`src/rtl/truth_table_sequencer_pkg.sv`:
```
// Shared types and constants for the truth-table sequencer.
// Vector bit positions describe the 4-input selectable-match unit downstream.
package truth_table_sequencer_pkg;

    typedef enum logic [1:0] {
        IDLE   = 2'd0,
        SETTLE = 2'd1,
        SAMPLE = 2'd2,
        DONE   = 2'd3
    } state_t;

    localparam int N_INPUTS_DEF = 4;
    localparam int N_VEC        = 2**N_INPUTS_DEF;

    localparam int A_BIT    = 3;
    localparam int B_BIT    = 2;
    localparam int SELA_BIT = 1;
    localparam int SELB_BIT = 0;

endpackage

```
`src/rtl/truth_table_sequencer_settle_counter.sv`:
```
// Settle-time counter: cleared on load, counts up while enabled.
// tc flags the last settle cycle of the current vector.
module truth_table_sequencer_settle_counter #(
    parameter int MAX_COUNT = 1
) (
    input  logic clk,
    input  logic rst,
    input  logic load,
    input  logic en,
    output logic tc
);

    localparam int CW = 4;

    logic [CW-1:0] count;

    always_ff @(posedge clk) begin
        if (rst) begin
            count <= '0;
        end else if (load) begin
            count <= '0;
        end else if (en) begin
            count <= count + 1'b1;
        end
    end

    assign tc = (count == CW'(MAX_COUNT - 1));

endmodule

```
`src/rtl/truth_table_sequencer.sv`:
```
// Drives every input vector onto the match unit, waits the settle time,
// samples s_in and holds the captured truth table plus its ones count.
//
//   state  | meaning
//   IDLE   | waiting for start; last result held on table_out/ones_count
//   SETTLE | vec driven, waiting SETTLE_CYCLES for the unit to settle
//   SAMPLE | vec still driven, s_in captured into table_out[index]
//   DONE   | one-cycle done pulse, vec released
module truth_table_sequencer
    import truth_table_sequencer_pkg::*;
#(
    parameter int N_INPUTS      = 4,
    parameter int SETTLE_CYCLES = 1
) (
    input  logic                    clk,
    input  logic                    rst,
    input  logic                    start,
    output logic                    busy,
    output logic                    done,
    output logic [N_INPUTS-1:0]     vec,
    output logic                    vec_valid,
    input  logic                    s_in,
    output logic [2**N_INPUTS-1:0]  table_out,
    output logic [N_INPUTS:0]       ones_count
);

    localparam int NV = 2**N_INPUTS;

    state_t              state;
    logic [N_INPUTS-1:0] index;
    logic                last_vec;
    logic                cnt_load;
    logic                cnt_en;
    logic                cnt_tc;

    assign last_vec = (index == N_INPUTS'(NV - 1));
    assign cnt_load = ((state == IDLE) && start) || ((state == SAMPLE) && !last_vec);
    assign cnt_en   = (state == SETTLE);

    truth_table_sequencer_settle_counter #(
        .MAX_COUNT (SETTLE_CYCLES)
    ) u_settle_counter (
        .clk  (clk),
        .rst  (rst),
        .load (cnt_load),
        .en   (cnt_en),
        .tc   (cnt_tc)
    );

    always_ff @(posedge clk) begin
        if (rst) begin
            state      <= IDLE;
            index      <= '0;
            busy       <= 1'b0;
            done       <= 1'b0;
            vec        <= '0;
            vec_valid  <= 1'b0;
            table_out  <= '0;
            ones_count <= '0;
        end else begin
            case (state)
                IDLE: begin
                    done <= 1'b0;
                    if (start) begin
                        index      <= '0;
                        table_out  <= '0;
                        ones_count <= '0;
                        vec        <= '0;
                        vec_valid  <= 1'b1;
                        busy       <= 1'b1;
                        state      <= SETTLE;
                    end
                end
                SETTLE: begin
                    if (cnt_tc) begin
                        state <= SAMPLE;
                    end
                end
                SAMPLE: begin
                    table_out[index] <= s_in;
                    ones_count       <= ones_count + (N_INPUTS + 1)'(s_in);
                    // Terminal test precedes the increment, so index never wraps.
                    if (last_vec) begin
                        busy      <= 1'b0;
                        vec_valid <= 1'b0;
                        vec       <= '0;
                        done      <= 1'b1;
                        state     <= DONE;
                    end else begin
                        index <= index + 1'b1;
                        vec   <= index + 1'b1;
                        state <= SETTLE;
                    end
                end
                DONE: begin
                    done  <= 1'b0;
                    state <= IDLE;
                end
                default: begin
                    state <= IDLE;
                end
            endcase
        end
    end

endmodule

```
`config.mk`:
```
export PLATFORM = sky130hd
export DESIGN_NAME = truth_table_sequencer
export DESIGN_NICKNAME = d
export VERILOG_FILES = /design/src/rtl/truth_table_sequencer_pkg.sv /design/src/rtl/truth_table_sequencer_settle_counter.sv /design/src/rtl/truth_table_sequencer.sv
export SDC_FILE = /design/constraint.sdc
export NUM_CORES = 1
export LEC_CHECK = 0
export CAP_MARGIN = 0
export CORE_MARGIN = 3
export CORE_UTILIZATION = 40
export CTS_CLUSTER_SIZE = 24
export DETAILED_ROUTE_END_ITERATION = 10
export GPL_ROUTABILITY_DRIVEN = 0
export GPL_TIMING_DRIVEN = 1
export PLACE_DENSITY = 0.74
export SETUP_SLACK_MARGIN = 0.3
export SKIP_LAST_GASP = 1
export SYNTH_ARGS = -nofsm -noshare
export SYNTH_HDL_FRONTEND = slang
export SYNTH_SLANG_ARGS = --single-unit
```
`constraint.sdc`:
```
create_clock -name clk -period 3 [get_ports clk]
set_clock_uncertainty 0.15 [all_clocks]
set_input_delay 0.45 -clock clk [delete_from_list [all_inputs] [get_ports clk]]
set_output_delay 0.45 -clock clk [all_outputs]
set_load 0.005 [all_outputs]
```
==> impl_metrics.prom <==
# TYPE chip_impl_metric gauge
chip_impl_metric{name="fp.dieArea",unit="mm2"} 0.00579
chip_impl_metric{name="data_arrival_time_of_the_critical_path",unit="ps"} 2290
chip_impl_metric{name="slew_violations",unit=""} 0
chip_impl_metric{name="synth_enable_flop_cells",unit=""} 0
chip_impl_metric{name="nNetsFinal",unit=""} 256
chip_impl_metric{name="postCtsHoldBufs",unit=""} 0
chip_impl_metric{name="preCtsSetupSlack",unit="ps"} 657
chip_impl_metric{name="maxSlewHeadroom",unit="%"} 44.4
chip_impl_metric{name="drive_gt1_share",unit="%"} 7.08
chip_impl_info{name="worstSetupEndpointType",value="flop"} 1
chip_impl_metric{name="postCtsSetupBuffers",unit=""} 0
chip_impl_metric{name="leakagePower",unit="nW"} 0.866
chip_impl_metric{name="track_usage",unit="%"} 15.1
chip_impl_metric{name="area_share_of_the_largest_cell_type_after_synthesis",unit="%"} 37.7
chip_impl_metric{name="die_width",unit="um"} 76.1
chip_impl_metric{name="synth_cell_types",unit=""} 38
chip_impl_info{name="status",value="finished, final reports clean"} 1
chip_impl_info{name="synth_common_cells",value="sky130_fd_sc_hd__dfxtp_1, sky130_fd_sc_hd__a21oi_1, sky130_fd_sc_hd__nand3b_1, sky130_fd_sc_hd__nand3_1, sky130_fd_sc_hd__ha_1"} 1
chip_impl_metric{name="route.final.wire_length",unit="mm"} 4.21
chip_impl_metric{name="grt_antenna_before_repair",unit=""} 0
chip_impl_metric{name="number_of_global_route_vias_before_repair",unit=""} 1515
chip_impl_metric{name="finalNonFillerCells",unit=""} 305
chip_impl_metric{name="max_cap_viol_count",unit=""} 0
chip_impl_metric{name="final.hold.worst_slack",unit="ps"} 311
chip_impl_metric{name="row_count",unit=""} 24
chip_impl_metric{name="clock_latency",unit="ps"} 290
chip_impl_metric{name="start_util",unit="%"} 43.4
chip_impl_metric{name="drt_first_pass_iters",unit=""} 4
chip_impl_metric{name="ios",unit=""} 32
chip_impl_metric{name="tritoncts_sink_count",unit=""} 37
chip_impl_metric{name="mappedNetlistNets",unit=""} 232
chip_impl_info{name="hold_class",value="reg -> reg"} 1
chip_impl_metric{name="combinationalPowerShare",unit="%"} 33.8
chip_impl_metric{name="core_area",unit="mm2"} 0.00453
chip_impl_metric{name="p_int",unit="mW"} 1.00
chip_impl_metric{name="pin_count_of_the_biggest_net_entering_global_routing",unit=""} 46
chip_impl_metric{name="drt.antenna.violating_nets",unit=""} 0
chip_impl_metric{name="cts.reportedPaths.clkPinSlew",unit="ps"} 70
chip_impl_metric{name="cts_buffer_depth",unit=""} 2
chip_impl_metric{name="synthArstFlopShare",unit="%"} 0
chip_impl_metric{name="area_growth",unit="%"} 22.5
chip_impl_metric{name="synth_seq_area_share",unit="%"} 37.7
chip_impl_metric{name="netlist_area",unit="mm2"} 0.00197
chip_impl_metric{name="worstHoldPathCells",unit=""} 2
chip_impl_metric{name="drt_first_iter_violations",unit=""} 144
chip_impl_metric{name="grt_first_pass_wirelength",unit="mm"} 7.22
chip_impl_metric{name="antenna_cells",unit=""} 0
chip_impl_info{name="yosysMostFrequentCell",value="sky130_fd_sc_hd__dfxtp_1"} 1
chip_impl_metric{name="layout_setup_ws",unit="ps"} 780
chip_impl_info{name="timing_worst_setup_path_type",value="reg -> reg"} 1
chip_impl_metric{name="clock_tree.htree_level_count",unit=""} 2
chip_impl_metric{name="post_drt_wl_per_cell",unit="um"} 13.8
chip_impl_metric{name="syn-instance-count",unit=""} 215
chip_impl_metric{name="route.vias.total",unit=""} 1586
chip_impl_info{name="synth_area_leaders",value="sky130_fd_sc_hd__dfxtp_1, sky130_fd_sc_hd__ha_1, sky130_fd_sc_hd__nand3b_1"} 1
chip_impl_info{name="synth_top_cell_by_area",value="sky130_fd_sc_hd__dfxtp_1"} 1
chip_impl_metric{name="yosys_register_bits",unit=""} 37
chip_impl_metric{name="clkPwrFrac",unit="%"} 29.5
chip_impl_metric{name="power.share.sequential",unit="%"} 36.7
chip_impl_metric{name="worstRegToRegCells",unit=""} 6
chip_impl_metric{name="die_height",unit="um"} 76.1
chip_impl_metric{name="switching_share",unit="%"} 33.8
chip_impl_metric{name="routed_via_density",unit=""} 5.20
chip_impl_info{name="unrepaired_setup_endpoints_after_global_routing",value="no"} 1
chip_impl_metric{name="grt-ovfl-total",unit=""} 0
chip_impl_metric{name="maxClockFrequency",unit="MHz"} 450
chip_impl_info{name="clock_tree.root_cell",value="sky130_fd_sc_hd__clkbuf_8"} 1
chip_impl_metric{name="fin_tns_setup",unit="ps"} 0
chip_impl_metric{name="post-place-cells",unit=""} 297
chip_impl_metric{name="post_cts_resize_count",unit=""} 0
chip_impl_metric{name="setup_viol",unit=""} 0
chip_impl_metric{name="net-switching-power",unit="mW"} 0.512
chip_impl_metric{name="detailed_place_hpwl",unit="mm"} 2.83
chip_impl_metric{name="cts_made_buffers",unit=""} 5
chip_impl_metric{name="fin_crit",unit="ps"} 2220
chip_impl_metric{name="powerDensity",unit="mW/mm2"} 629
chip_impl_info{name="crit_path_start_kind",value="flop"} 1
chip_impl_metric{name="synthesis.yosys.warnings",unit=""} 0
chip_impl_metric{name="irDropWorstVdd",unit="V"} 0.000257
chip_impl_metric{name="tightestPinTransition",unit="ps"} 810
chip_impl_metric{name="drc_errors_left",unit=""} 0
chip_impl_info{name="synth_flop_cell",value="sky130_fd_sc_hd__dfxtp_1"} 1
chip_impl_metric{name="placement.io_buffers",unit=""} 31
chip_impl_metric{name="final_min_period_over_clock_period",unit="%"} 74.0
chip_impl_metric{name="largest_fanout_on_the_critical_path",unit=""} 11
chip_impl_info{name="cts_tree",value="built"} 1
chip_impl_metric{name="hold_violations",unit=""} 0
chip_impl_metric{name="worst-endpoint-required",unit="ps"} 3070
chip_impl_metric{name="syn-mean-instance-area",unit="um2"} 9.15
metal layers:
layer | share of wire [%] | global-route usage, % | up-vias | wire length [um]
li1 | - | - | 824 | -
met1 | 50 | 19.3 | 722 | 2100
met2 | 45 | 23.9 | 36 | 1900
met3 | 3.8 | 3.90 | 4 | 161
met4 | 1.3 | 6.52 | 0 | 56
met5 | 0 | 0 | - | 0
final timing paths:
kind | from | end | slack, ps
min reg2reg | vec[2]$_SDFFE_PP0P_ | vec[2]$_SDFFE_PP0P_ | 310
min | vec[2]$_SDFFE_PP0P_ | vec[2]$_SDFFE_PP0P_ | 310
max | state[1]$_SDFFE_PP0P_ | index[1]$_SDFFE_PP0P_ | 780
max reg2reg | state[1]$_SDFFE_PP0P_ | index[1]$_SDFFE_PP0P_ | 780
power groups by stage:
stage | combinational, mW | clock, mW | sequential, mW
global placement | 0.499 | 0 | 0.567
global route | 0.563 | 0.481 | 0.563
detailed placement | 0.506 | 0 | 0.567
CTS | 0.509 | 0.458 | 0.556
floorplan | 0.406 | 0 | 0.564
finish | 0.512 | 0.447 | 0.557
layout by cell type, fill, tap and decap left out, types with 2 or more instances in the layout:
master	count
sky130_fd_sc_hd__nor2b_1	4
sky130_fd_sc_hd__o21ai_1	5
sky130_fd_sc_hd__ha_1	13
sky130_fd_sc_hd__a32oi_1	6
sky130_fd_sc_hd__xor2_1	4
sky130_fd_sc_hd__buf_4	4
sky130_fd_sc_hd__nor2_1	7
sky130_fd_sc_hd__mux2i_1	10
sky130_fd_sc_hd__nand4b_1	4
sky130_fd_sc_hd__nand2_1	5
sky130_fd_sc_hd__clkbuf_8	6
sky130_fd_sc_hd__inv_1	11
sky130_fd_sc_hd__o32ai_1	5
sky130_fd_sc_hd__a211oi_1	2
sky130_fd_sc_hd__or3_1	2
sky130_fd_sc_hd__nand2b_1	9
sky130_fd_sc_hd__a21oi_1	19
sky130_fd_sc_hd__dfxtp_1	37
sky130_fd_sc_hd__nand3b_1	16
sky130_fd_sc_hd__nand3_1	15
sky130_fd_sc_hd__nand4_1	4
sky130_fd_sc_hd__a2111oi_2	2
sky130_fd_sc_hd__o21ai_0	2
sky130_fd_sc_hd__clkdlybuf4s50_1	31
sky130_fd_sc_hd__o31ai_1	3
per-stage QoR:
step / cell area, um2 / util (%) / power (mW)
after floorplan: 1970 / - / 0.970
after global placement: 2290 / 50.6 / 1.07
after detailed placement: 2290 / 50.6 / 1.07
after CTS: 2410 / 53.1 / 1.52
after global routing: 2410 / 53.1 / 1.61
final: 2410 / 53.1 / 1.52
cell type report:
| class | instances | area [um2] |
|---|---|---|
| Timing Repair Buffer | 35 | 340 |
| Tap cell | 65 | 81.3 |
| Clock buffer | 7 | 86.3 |
| Fill cell | 421 | 2130 |
| Inverter | 11 | 41.3 |
| Clock inverter | 1 | 30.0 |
| Sequential cell | 37 | 741 |
| Multi-Input combinational cell | 149 | 1090 |
critical path, stage by stage, from the launching register on:
cell,delay (ps)
sky130_fd_sc_hd__dfxtp_1,310
sky130_fd_sc_hd__inv_1,160
sky130_fd_sc_hd__ha_1,320
sky130_fd_sc_hd__mux2i_1,730
sky130_fd_sc_hd__buf_4,270
sky130_fd_sc_hd__o21ai_1,80
sky130_fd_sc_hd__a21oi_1,140
registers in the layout, summed over array words and instances (netlist names):
signal,count
vec_valid,1
state,2
u_settle_counter.count,4
done,1
index,4
vec,4
table_out,16
ones_count,5
cells by family after synthesis:
logic type	synth area share, %
AND/OR/NAND/NOR	23.3
AO/OA/AOI/OAI	15.8
flip-flops	37.7
buffers and inverters	7.00
adder cells (fa/ha/maj)	8.27
multiplexers	5.66
XOR/XNOR	2.23
(Power assumes the default switching activity.)
==> RTL edit (same settings) <==
The 4 states of `state_t` get a Gray code encoding in 2 bits.
--- a/src/rtl/truth_table_sequencer_pkg.sv
+++ b/src/rtl/truth_table_sequencer_pkg.sv
@@ -4,8 +4,8 @@
 
     typedef enum logic [1:0] {
-        IDLE   = 2'd0,
-        SETTLE = 2'd1,
-        SAMPLE = 2'd2,
-        DONE   = 2'd3
+        IDLE   = 2'b00,
+        SETTLE = 2'b01,
+        SAMPLE = 2'b11,
+        DONE   = 2'b10
     } state_t;
 
Behaviour: same outputs for any inputs over 10 cycles, from zero or initial values and one cycle with rst high; not proved beyond that.
==> RTL edit against the original RTL <==
- highest routed layer unchanged
- design area down 11%
- wire length down 3.6%
- sequential cell count unchanged
- fmax up 3.7%
- die area down 8.0%
- critical path depth down 3
- sequential share of layout area up 3.7 points
- synthesized area down 8.7%
- setup slack better by 79 ps
Power is not compared: it rests on default switching activity, and its combinational part moved more than twofold at a synthesized area within 25%.
==> RTL edit: results (changes against the original RTL) <==
placement:
  postPlaceCellArea_sq_mm: 0.00206  # -10%
  place.port_buffers: 31  # unchanged
  dp_hpwl_mm: 2.70  # -4.4%
  placed_cells: 266  # -10%
synthesis:
  async_flop_share_pct: 0  # unchanged
  synth_xor_area_share_pct: 1.46  # -0.76 points
  synthMuxAreaShare_pct: 0.557  # -5.1 points
  ys_warn_count: 0  # unchanged
  synth_compound_area_share_pct: 21.3  # +5.4 points
  syn_inst: 203  # -5.6%
  synthAdderAreaFrac_pct: 6.27  # -2.0 points
  synth_cell_types: 37  # -2.6%
  synthTopCellsByArea: "dfxtp_1 (41%), a21oi_1 (7.5%), ha_1 (6.3%)"
  synth_seq_area_share_pct: 41.3  # +3.6 points
  synth_top_flop_cell: "dfxtp_1"
  syn-num-nets: 216  # -6.9%
  ys_top_cells_by_count: "dfxtp_1 (37), a21oi_1 (27), nand3_1 (22)"
worst_setup_path:
  slowest_delay_ps: 850  # +120 ps
  cp_max_fo: 30  # +19
  cp_top_family: "simple AND/OR/NAND/NOR gates"
  cp_slowest_cell: "or3b_1"
status:
  status: "finished clean"
global_route:
  grt_max_degree: 38  # -17%
  grt.total_usage_pct: 16.1  # +1.0 points
  grt_pass1_vias: 1419  # -6.3%
  grt_pass1_wl_mm: 6.77  # -6.2%
  antenna_found_initial: 0  # unchanged
timing:
  slew_headroom_pct: 32.9  # -12 points
pwr:
  p_int_mw: 0.685
  max-vdd-ir-drop_mv: 0.343
  power_leakage_nw: 0.696
cells_and_area:
  antenna_cells: 0  # unchanged
  layout-drive-gt1-share_pct: 5.80  # -1.3 points
  fill_cells: 391  # -7.1%
  largest_registers: "table_out x16, ones_count x5"
  nNetsFinal: 236  # -7.8%
detailed_routing:
  vias: 1589  # +0.19%
  via_per_inst: 5.80  # +12%
  firstDrtPassIters: 4  # unchanged
  initialDrtViolationCount: 215  # +49%
  drt-wirelength-per-cell_um: 14.8  # +7.3%
clocking:
  post_cts_buffers: 0  # unchanged
  clockBufferDepth: 2  # unchanged
  cts_resized: 0  # unchanged
  numCtsBuffers: 5  # unchanged
  htree_num_levels: 2  # unchanged
  clock_latency_ps: 290  # about the same
  clk_pin_slew_ps: 80
  root_buffer: "clkbuf_8"
worst_hold_path:
  hold_path_class: "reg2reg"
==> RTL edit: changes by cell type after synthesis, sizes merged, moves of 6 or more <==
cell	delta
a21oi	+8
a32oi	-6
inv	-6
mux2i	-9
nand2b	-6
nand3	+6
nand3b	-15
nand4	+12
o211ai	+13
==> RTL edit: path summary, 6_finish.rpt <==
kind / start / to / slack [ps] / cells after the start
max: state[0] / table_out[2] / 860 / 3
min: vec[0] / vec[0] / 330 / 2
max reg2reg: state[0] / table_out[2] / 860 / 3
min reg2reg: vec[0] / vec[0] / 330 / 2
==> RTL edit: logic make-up after synthesis <==
logic type | after synthesis
AO/OA/AOI/OAI | 60
XOR/XNOR | 3
adder cells (fa/ha/maj) | 9
buffers and inverters | 26
flip-flops | 37
multiplexers | 1
AND/OR/NAND/NOR | 67
==> RTL edit: layout make-up <==
type | count | share of cell area (%)
Sequential cell | 37 | 34.5
Multi-Input combinational cell | 140 | 42.3
Timing Repair Buffer | 34 | 15.5
Clock buffer | 5 | 3.20
Clock inverter | 3 | 0.815
Inverter | 5 | 0.873
Tap cell | 50 | 2.91
==> RTL edit: power groups by stage <==
stage	Clock (mW)	Combinational [mW]	Sequential, mW
after floorplan	0	0.0626	0.513
after global placement	0	0.0696	0.520
after detailed placement	0	0.0714	0.520
after CTS	0.350	0.0715	0.509
after global routing	0.370	0.0792	0.510
final	0.340	0.0714	0.509
==> RTL edit: metrics by stage <==
step	worst slack [ps]	util (%)
after floorplan	1460	-
after global placement	647	49.4
after detailed placement	571	49.4
after CTS	870	51.5
after global routing	646	51.5
final	859	51.5
==> RTL edit: layer usage <==
metal	track usage (%)	routed length (um)	vias up
met1	23.8	1980	741
met4	4.30	27	0
met3	4.96	219	6
met2	22.4	1840	45
met5	0	0	-
li1	-	-	797
